<file path="src/rtl/uart_rx_if.sv">
// Receive-side bus between the UART receiver and the CPU bus bridge.
// The receiver drives the byte/status signals; the consumer returns rx_ack.
interface uart_rx_if;
  logic [7:0] rx_data;
  logic       rx_valid;
  logic       rx_ack;
  logic       frame_err;
  logic       overrun;
  logic       busy;

  modport master (output rx_data, rx_valid, frame_err, overrun, busy, input rx_ack);
  modport slave  (input  rx_data, rx_valid, frame_err, overrun, busy, output rx_ack);
endinterface

</file>
<file path="src/rtl/uart_rx.sv">
// 8N1 UART receiver: synchronizes RXD, rebuilds bytes LSB-first and hands them
// to the bus through a one-entry holding register with framing/overrun status.
module uart_rx #(
  parameter int CLK_FREQ_HZ = 10_000_000,
  parameter int BAUD_RATE   = 115200
) (
  input  logic       CLK,
  input  logic       RESET,
  input  logic       RXD,
  uart_rx_if.master  bus
);
  localparam int CLKS_PER_BIT = CLK_FREQ_HZ / BAUD_RATE;
  localparam int HALF_BIT     = CLKS_PER_BIT / 2;
  localparam int CW           = $clog2(CLKS_PER_BIT);
  localparam logic [CW-1:0] BIT_LAST  = CW'(CLKS_PER_BIT - 1);
  localparam logic [CW-1:0] HALF_LAST = CW'(HALF_BIT - 1);

  if (CLKS_PER_BIT < 4) begin : g_cfg_err
    $error("uart_rx: CLKS_PER_BIT must be at least 4");
  end

  typedef enum logic [2:0] {S_IDLE, S_START, S_DATA, S_STOP, S_BREAK} state_t;

  logic [1:0]    r_sync;
  state_t        r_state, w_state_n;
  logic [CW-1:0] r_cnt, w_cnt_n;
  logic [2:0]    r_idx, w_idx_n;
  logic [7:0]    r_sh, w_sh_n;
  logic [7:0]    r_data;
  logic          r_valid, r_ferr, r_ovr, r_busy;
  logic          w_rxd_s, w_load, w_ferr_n, w_ack, w_valid_n, w_ovr_n;

  assign w_rxd_s = r_sync[1];

  always_comb begin
    w_state_n = r_state;
    w_cnt_n   = r_cnt;
    w_idx_n   = r_idx;
    w_sh_n    = r_sh;
    w_load    = 1'b0;
    w_ferr_n  = 1'b0;
    case (r_state)
      S_IDLE: if (!w_rxd_s) begin
        w_state_n = S_START;
        w_cnt_n   = '0;
      end
      S_START: begin
        // Re-check the line half a bit in; a high level means the edge was a glitch.
        if (r_cnt == HALF_LAST) begin
          w_cnt_n = '0;
          if (!w_rxd_s) begin
            w_state_n = S_DATA;
            w_idx_n   = '0;
          end else begin
            w_state_n = S_IDLE;
          end
        end else begin
          w_cnt_n = r_cnt + CW'(1);
        end
      end
      S_DATA: begin
        if (r_cnt == BIT_LAST) begin
          w_cnt_n = '0;
          w_sh_n  = {w_rxd_s, r_sh[7:1]};
          if (r_idx == 3'd7) w_state_n = S_STOP;
          else               w_idx_n   = r_idx + 3'd1;
        end else begin
          w_cnt_n = r_cnt + CW'(1);
        end
      end
      S_STOP: begin
        if (r_cnt == BIT_LAST) begin
          w_cnt_n = '0;
          if (w_rxd_s) begin
            w_load    = 1'b1;
            w_state_n = S_IDLE;
          end else begin
            w_ferr_n  = 1'b1;
            w_state_n = S_BREAK;
          end
        end else begin
          w_cnt_n = r_cnt + CW'(1);
        end
      end
      S_BREAK: if (w_rxd_s) w_state_n = S_IDLE;
      default: w_state_n = S_IDLE;
    endcase
  end

  // A load that coincides with an ack replaces the byte without flagging overrun.
  assign w_ack     = bus.rx_ack & r_valid;
  assign w_valid_n = w_load | (r_valid & ~w_ack);
  assign w_ovr_n   = (w_load & r_valid & ~bus.rx_ack) | (r_ovr & ~w_ack);

  always_ff @(posedge CLK) begin
    if (RESET) begin
      r_sync  <= 2'b11;
      r_state <= S_IDLE;
      r_cnt   <= '0;
      r_idx   <= '0;
      r_sh    <= '0;
      r_data  <= '0;
      r_valid <= 1'b0;
      r_ferr  <= 1'b0;
      r_ovr   <= 1'b0;
      r_busy  <= 1'b0;
    end else begin
      r_sync  <= {r_sync[0], RXD};
      r_state <= w_state_n;
      r_cnt   <= w_cnt_n;
      r_idx   <= w_idx_n;
      r_sh    <= w_sh_n;
      if (w_load) r_data <= r_sh;
      r_valid <= w_valid_n;
      r_ferr  <= w_ferr_n;
      r_ovr   <= w_ovr_n;
      r_busy  <= (w_state_n != S_IDLE);
    end
  end

  assign bus.rx_data   = r_data;
  assign bus.rx_valid  = r_valid;
  assign bus.frame_err = r_ferr;
  assign bus.overrun   = r_ovr;
  assign bus.busy      = r_busy;
endmodule
</file>
<file path="src/flat_wrapper.sv">
// flat-port wrapper written by rule: the top's interface ports become plain ports
module uart_rx_flat 
#(
  parameter int CLK_FREQ_HZ = 10_000_000,
  parameter int BAUD_RATE   = 115200
)
  (CLK, RESET, RXD, bus_rx_data, bus_rx_valid, bus_frame_err, bus_overrun, bus_busy, bus_rx_ack);
  uart_rx_if bus_i ();
  input  logic CLK;
  input  logic RESET;
  input  logic RXD;
  output wire logic [$bits(bus_i.rx_data)-1:0] bus_rx_data;
  output wire logic [$bits(bus_i.rx_valid)-1:0] bus_rx_valid;
  output wire logic [$bits(bus_i.frame_err)-1:0] bus_frame_err;
  output wire logic [$bits(bus_i.overrun)-1:0] bus_overrun;
  output wire logic [$bits(bus_i.busy)-1:0] bus_busy;
  input wire logic [$bits(bus_i.rx_ack)-1:0] bus_rx_ack;
  assign bus_rx_data = bus_i.rx_data;
  assign bus_rx_valid = bus_i.rx_valid;
  assign bus_frame_err = bus_i.frame_err;
  assign bus_overrun = bus_i.overrun;
  assign bus_busy = bus_i.busy;
  assign bus_i.rx_ack = bus_rx_ack;
  uart_rx #(.CLK_FREQ_HZ(CLK_FREQ_HZ), .BAUD_RATE(BAUD_RATE)) u_core (.CLK(CLK), .RESET(RESET), .RXD(RXD), .bus(bus_i));
endmodule
</file>
<file path="config.mk">
export PLATFORM = sky130hd
export DESIGN_NAME = uart_rx_flat
export DESIGN_NICKNAME = d
export VERILOG_FILES = /design/src/rtl/uart_rx_if.sv /design/src/rtl/uart_rx.sv /design/src/flat_wrapper.sv
export SDC_FILE = /design/constraint.sdc
export NUM_CORES = 1
export LEC_CHECK = 0
export ABC_AREA = 1
export CAP_MARGIN = 20
export CORE_ASPECT_RATIO = 0.8
export CORE_MARGIN = 10
export CORE_UTILIZATION = 40
export DETAILED_ROUTE_END_ITERATION = 16
export HOLD_SLACK_MARGIN = 0.06
export SLEW_MARGIN = 10
export SYNTH_ARGS = -nofsm -noshare
export SYNTH_HDL_FRONTEND = slang
export SYNTH_SLANG_ARGS = --single-unit
</file>
<file path="constraint.sdc">
create_clock -name CLK -period 2.5 [get_ports CLK]
set_input_delay 0.25 -clock CLK [delete_from_list [all_inputs] [get_ports CLK]]
set_output_delay 0.25 -clock CLK [all_outputs]
set_load 0.02 [all_outputs]
</file>
==> flow_metrics.tcl, run 1 <==
set metrics [dict create \
    cts-resized-gates 0 \
    drv_slew 0 \
    cts_max_path_buffers 2 \
    post_cts_buffers 0 \
    fillers 393 \
    drt-total-wl_um 3030 \
    p_int_mw 0.981 \
    p_sw_mw 0.245 \
    crit_path_cell_trace "ha_1, nand2_1, inv_1, nand3_2, nor2_2, inv_1, nor2_1, nor2_1" \
    synth_cell_type_count 26 \
    cpPeakStageDelay_ns 0.41 \
    critPathRequiredTime_ns 2.69 \
    synthCells 209 \
    synth_compound_area_share_pct 9.34 \
    clock_power_share_pct 49.5 \
    fin_crit_ns 1.63 \
    crit_slowest_cell "dfxtp_1" \
    hold_path_class "flip-flop to flip-flop" \
    peakVddDrop_uv 429 \
    ctsHtreeMaxLevel 2 \
    cpLargestDelayFamily "simple AND/OR/NAND/NOR gates" \
    io_pins 16 \
    antenna_found_initial 0 \
    critPathMaxFanout 11 \
    drcViolationCount 0 \
    synth_simple_gate_area_share_pct 31.8 \
    seqPwrFrac_pct 46.5 \
    status "completed" \
    cts.sinks 35 \
    grt_pass1_vias 1194 \
    antenna_left 0 \
    powerDensity_nw_per_um2 644 \
    yosys_warnings 0 \
    cp_num_buf_inv 2 \
    finalSetupTns_ns 0 \
    grt_max_degree 17 \
    yosysSeqAreaShare_pct 44.7 \
    synth_mux_area_share_pct 0 \
    synth_area_leader_cell "dfxtp_1" \
    grt_pass1_wl_um 5310 \
    synthTopCellsByArea "dfxtp_1 45%, nand2_1 11%, nor2_1 8.1%, nand3_1 5.4%, inv_1 4.5%" \
    path_class "flip-flop to flip-flop" \
    port-buffer-count 15 \
    wl_per_cell_um 10.6 \
    final_core_util_pct 50.4 \
    max_freq_mhz 612 \
    root_buffer "clkbuf_8" \
    cts.clk_slew.worst_paths_ns 0.07 \
    synth_top_area_share_pct 44.7 \
    syn_area_um2 1570 \
    num_rows 20 \
    relSlewSlack_pct 71.2 \
    clkLatencyLatePin_ns 0.29 \
    gr-usage-all-layers_pct 9.38 \
    core_area_um2 3780 \
    die_y_um 76.0 \
    antenna_cells 0 \
    area_growth_pct 21.5 \
    rsz0062_at_grt "false" \
    synth.avg_cell_area_um2 7.50 \
    synth_xor_area_share_pct 2.23 \
    hold_viol_final 0 \
    clock_skew_ns 0.00380 \
    synth_top_family_by_area "simple AND/OR/NAND/NOR gates" \
    fp.dieArea_um2 6840 \
    initial_core_util_pct 41.5 \
    power.share.switching_pct 20.0 \
    timing.final.crit_share_pct 65.3 \
    ys_seq_elements 35 \
    cts_buffers 5 \
    synth_nets 218 \
    cp-start-kind "flip-flop" \
    end_kind "flip-flop" \
    vias_per_cell 4.50 \
    cts_tree "built" \
    hold_buffers 0 \
    drt_iter0_markers 100 \
    drive_above_1_share_pct 11.7 \
    worstMarginPinSlew_ns 0.431 \
    vias 1283 \
    dpl.hpwl_um 2270 \
    fp.dieW_um 90.0 \
    p_leak_nw 0.776 \
    fin_nets 238 \
    drtPass1Iterations 5 \
    grt_overflow_total 0 \
    finalSetupViolations 0 \
    worstPathArrival_ns 1.83 \
    maxCapViolCount 0 \
    p_comb_share_pct 4.0 \
    synthAdderAreaFrac_pct 3.99 \
    place.gp.congestion 0.787 \
]
flip-flops by register name, indices dropped and copies added (netlist names):
name	cells
u_core.bus.rx_data	8
u_core.r_sh	8
u_core.r_cnt	7
u_core.r_idx	3
u_core.r_state	3
u_core.r_sync	2
u_core.bus.busy	1
u_core.bus.frame_err	1
u_core.bus.overrun	1
u_core.bus.rx_valid	1
metal layers:
layer	vias to the layer above	global-route usage (%)	wire length, um
li1	700	-	-
met1	552	12.1	1650
met2	24	12.8	1150
met3	7	4.13	168
met4	0	4.76	65
met5	-	0	0
power by group through the flow:
stage	logic, mW	registers, mW	clock network [mW]
final	0.0486	0.570	0.607
after floorplan	0.0328	0.582	0
after detailed placement	0.0486	0.583	0
after global placement	0.0498	0.583	0
after CTS	0.0487	0.570	0.624
after global routing	0.0558	0.571	0.649
cells in the mapped netlist:
| master | instances |
|---|---|
| a21oi_1 | 13 |
| a21oi_2 | 2 |
| a31oi_1 | 1 |
| buf_4 | 1 |
| buf_6 | 2 |
| clkbuf_1 | 1 |
| clkinv_4 | 1 |
| dfxtp_1 | 35 |
| ha_1 | 5 |
| inv_1 | 19 |
| inv_2 | 3 |
| nand2_1 | 45 |
| nand2_2 | 1 |
| nand3_1 | 17 |
| nand3_2 | 2 |
| nand3_4 | 1 |
| nand3b_1 | 1 |
| nand4_1 | 1 |
| nor2_1 | 34 |
| nor2_2 | 3 |
| nor2_4 | 1 |
| nor3_1 | 2 |
| o21ai_0 | 10 |
| o21bai_1 | 1 |
| or2_2 | 3 |
| xor2_1 | 4 |
kinds of logic after synthesis:
kind of cell	count (synthesis)
AND/OR/NAND/NOR	111
flip-flops	35
AO/OA/AOI/OAI	27
buffers and inverters	27
adder cells (fa/ha/maj)	5
XOR/XNOR	4
worst reg2reg max path, cell delays in order, from the launching register on:
cell     delay (ns)
dfxtp_1        0.41
ha_1           0.19
nand2_1        0.07
inv_1          0.07
nand3_2        0.10
nor2_2         0.31
inv_1          0.20
nor2_1         0.13
nor2_1         0.05
placed cells by master, fill, tap and decap left out:
| cell | instances |
|---|---|
| nand3_4 | 1 |
| nand2_1 | 45 |
| clkdlybuf4s50_1 | 15 |
| nand3_1 | 17 |
| bufinv_16 | 2 |
| ha_1 | 5 |
| nand2_2 | 1 |
| nor2_1 | 34 |
| buf_4 | 2 |
| nor2_4 | 1 |
| nand4_1 | 1 |
| nand3b_1 | 1 |
| or2_2 | 3 |
| dfxtp_1 | 35 |
| clkinv_4 | 1 |
| a21oi_1 | 13 |
| clkbuf_8 | 5 |
| a31oi_1 | 1 |
| inv_1 | 19 |
| a21oi_2 | 2 |
| xor2_1 | 4 |
| nor2_2 | 3 |
| nand3_2 | 2 |
| clkinvlp_4 | 1 |
| nor3_1 | 2 |
| o21bai_1 | 1 |
| o21ai_0 | 10 |
| inv_2 | 3 |
path summary, 6_finish.rpt:
path	slack, ns	start	to	depth (start not counted)
hold reg to reg	0.42	u_core.r_sync[0]	u_core.r_sync[1]	1
setup / recovery	0.87	u_core.r_cnt[0]	u_core.r_sh[2]	8
hold / removal	0.42	u_core.r_sync[0]	u_core.r_sync[1]	1
setup reg to reg	0.87	u_core.r_cnt[0]	u_core.r_sh[2]	8
layout make-up:
class	count	area, um2	share of cell area (%)
Sequential cell	35	701	36.8
Tap cell	55	68.8	3.61
Multi-Input combinational cell	147	742	39.0
Timing Repair Buffer	17	165	8.67
Clock inverter	3	67.6	3.55
Inverter	23	91.3	4.80
Clock buffer	5	68.8	3.61
per-stage QoR:
| stage | instances | area [um2] | power [mW] | hold WS, ns | worst slack [ns] |
|---|---|---|---|---|---|
| 2_1_floorplan | 209 | 1570 | 0.615 | 0.312 | 1.22 |
| 3_3_place_gp | 277 | 1770 | 0.633 | 0.398 | 0.822 |
| 3_5_place_dp | 277 | 1770 | 0.631 | 0.408 | 0.826 |
| 4_1_cts | 285 | 1900 | 1.24 | 0.425 | 0.863 |
| 5_1_grt | 285 | 1900 | 1.28 | 0.428 | 0.600 |
| 6_report | 285 | 1900 | 1.23 | 0.421 | 0.866 |
(Power assumes the default switching activity.)
==> inputs of run 2 (changes only) <==
- clock period: 2.5 -> 1.5 ns (I/O delays scaled with it)
==> flow_metrics.tcl, run 2 (synthesis results as in run 1) <==
set metrics [dict create \
    peakVddDrop_uv 518 \
    drive_above_1_share_pct 18.4 \
    final_core_util_pct 52.3 \
    antenna_cells 0 \
    critPathRequiredTime_ns 1.67 \
    grt_overflow_total 0 \
    num_rows 20 \
    grt_pass1_wl_um 5400 \
    drv_slew 0 \
    worstMarginPinSlew_ns 0.341 \
    gr-usage-all-layers_pct 9.18 \
    io_pins 16 \
    rsz0062_at_grt "true" \
    drt-total-wl_um 3070 \
    timing.final.crit_share_pct 93.5 \
    crit_slowest_cell "dfxtp_4" \
    cp-start-kind "flip-flop" \
    vias_per_cell 4.46 \
    maxCapViolCount 0 \
    path_class "flip-flop to flip-flop" \
    finalSetupViolations 0 \
    wl_per_cell_um 10.6 \
    max_freq_mhz 713 \
    setup_slack_ns 0.0974 \
    worstPathArrival_ns 1.57 \
    place.gp.congestion 0.809 \
    finalSetupTns_ns 0 \
    port-buffer-count 15 \
    drt_iter0_markers 55 \
    fin_crit_ns 1.40 \
    cts_max_path_buffers 2 \
    core_area_um2 3780 \
    cts.clk_slew.worst_paths_ns 0.07 \
    end_kind "flip-flop" \
    cp_num_buf_inv 2 \
    preCtsSetupSlack_ns 0.0603 \
    powerDensity_nw_per_um2 946 \
    critPathMaxFanout 5 \
    antenna_left 0 \
    ctsHtreeMaxLevel 2 \
    hold_path_class "flip-flop to flip-flop" \
    area_growth_pct 25.9 \
    hold_viol_final 0 \
    post-place-cells 279 \
    placed_area_um2 1780 \
    cpLargestDelayFamily "simple AND/OR/NAND/NOR gates" \
    vias 1289 \
    finish.instance_area_um2 1970 \
    p_leak_nw 0.808 \
    antenna_found_initial 0 \
    drcViolationCount 0 \
    grt_max_degree 15 \
    cts_buffers 5 \
    cts.sinks 35 \
    cpPeakStageDelay_ns 0.36 \
    status "completed" \
    clock_skew_ns 0.00449 \
    drtPass1Iterations 4 \
    fp.dieW_um 90.0 \
    die_y_um 76.0 \
    relSlewSlack_pct 77.2 \
    crit_path_cell_trace "inv_1, ha_2, nand3_1, nor2_4, nand3_4, buf_4, nand2_1, a21oi_1" \
    hold_buffers 0 \
    final_common_cell "nand2_1" \
    clkLatencyLatePin_ns 0.28 \
    final_cells 289 \
    grt_pass1_vias 1176 \
    dpl.hpwl_um 2230 \
    initial_core_util_pct 41.5 \
    fin_nets 242 \
    root_buffer "clkbuf_8" \
    cts_tree "built" \
    fp.dieArea_um2 6840 \
    layout_common_cells "41 x nand2_1, 33 x nor2_1, 33 x dfxtp_1" \
]
run 2: path summary, 6_finish.rpt:
check,startpoint,endpoint,slack (ns),cells past startpoint
setup / recovery,u_core.r_cnt[1],u_core.bus.rx_data[1],0.1,8
hold / removal,u_core.r_sync[0],u_core.r_sync[1],0.42,1
setup reg to reg,u_core.r_cnt[1],u_core.bus.rx_data[1],0.1,8
hold reg to reg,u_core.r_sync[0],u_core.r_sync[1],0.42,1
run 2: stage by stage:
step	total power [mW]	hold WS, ns
after CTS	1.89	0.418
after global placement	1.05	0.391
after global routing	1.94	0.426
final	1.87	0.416
after detailed placement	1.05	0.399
after floorplan	1.02	0.212
run 2: where the power goes:
part / internal, mW / total, mW / leakage (nW) / switching [mW]
Combinational: 0.0353 / 0.0860 / 0.466 / 0.0507
Sequential: 0.939 / 0.949 / 0.284 / 0.00973
Clock: 0.494 / 0.832 / 0.0581 / 0.337
Total: 1.47 / 1.87 / 0.808 / 0.398
run 2: what timing repair did:
action | in CTS | in global routing
endpoints found under the setup margin | 0 | 29
setup buffers | 0 | 2
hold endpoints to repair | 0 | 0
resized for setup | 0 | 19
run 2: final cells by class:
type / count / area (um2)
Multi-Input combinational cell: 147 / 782
Clock buffer: 5 / 68.8
Tap cell: 55 / 68.8
Clock inverter: 3 / 43.8
Timing Repair Buffer: 21 / 214
Inverter: 23 / 91.3
Sequential cell: 35 / 706
Fill cell: 378 / 1800
run 2: metal layers:
layer,GRT usage [%],routed length (um),vias to the layer above
li1,-,-,707
met2,13.0,1250,17
met5,0,0,-
met4,2.38,16,0
met3,3.64,145,2
met1,12.5,1660,563
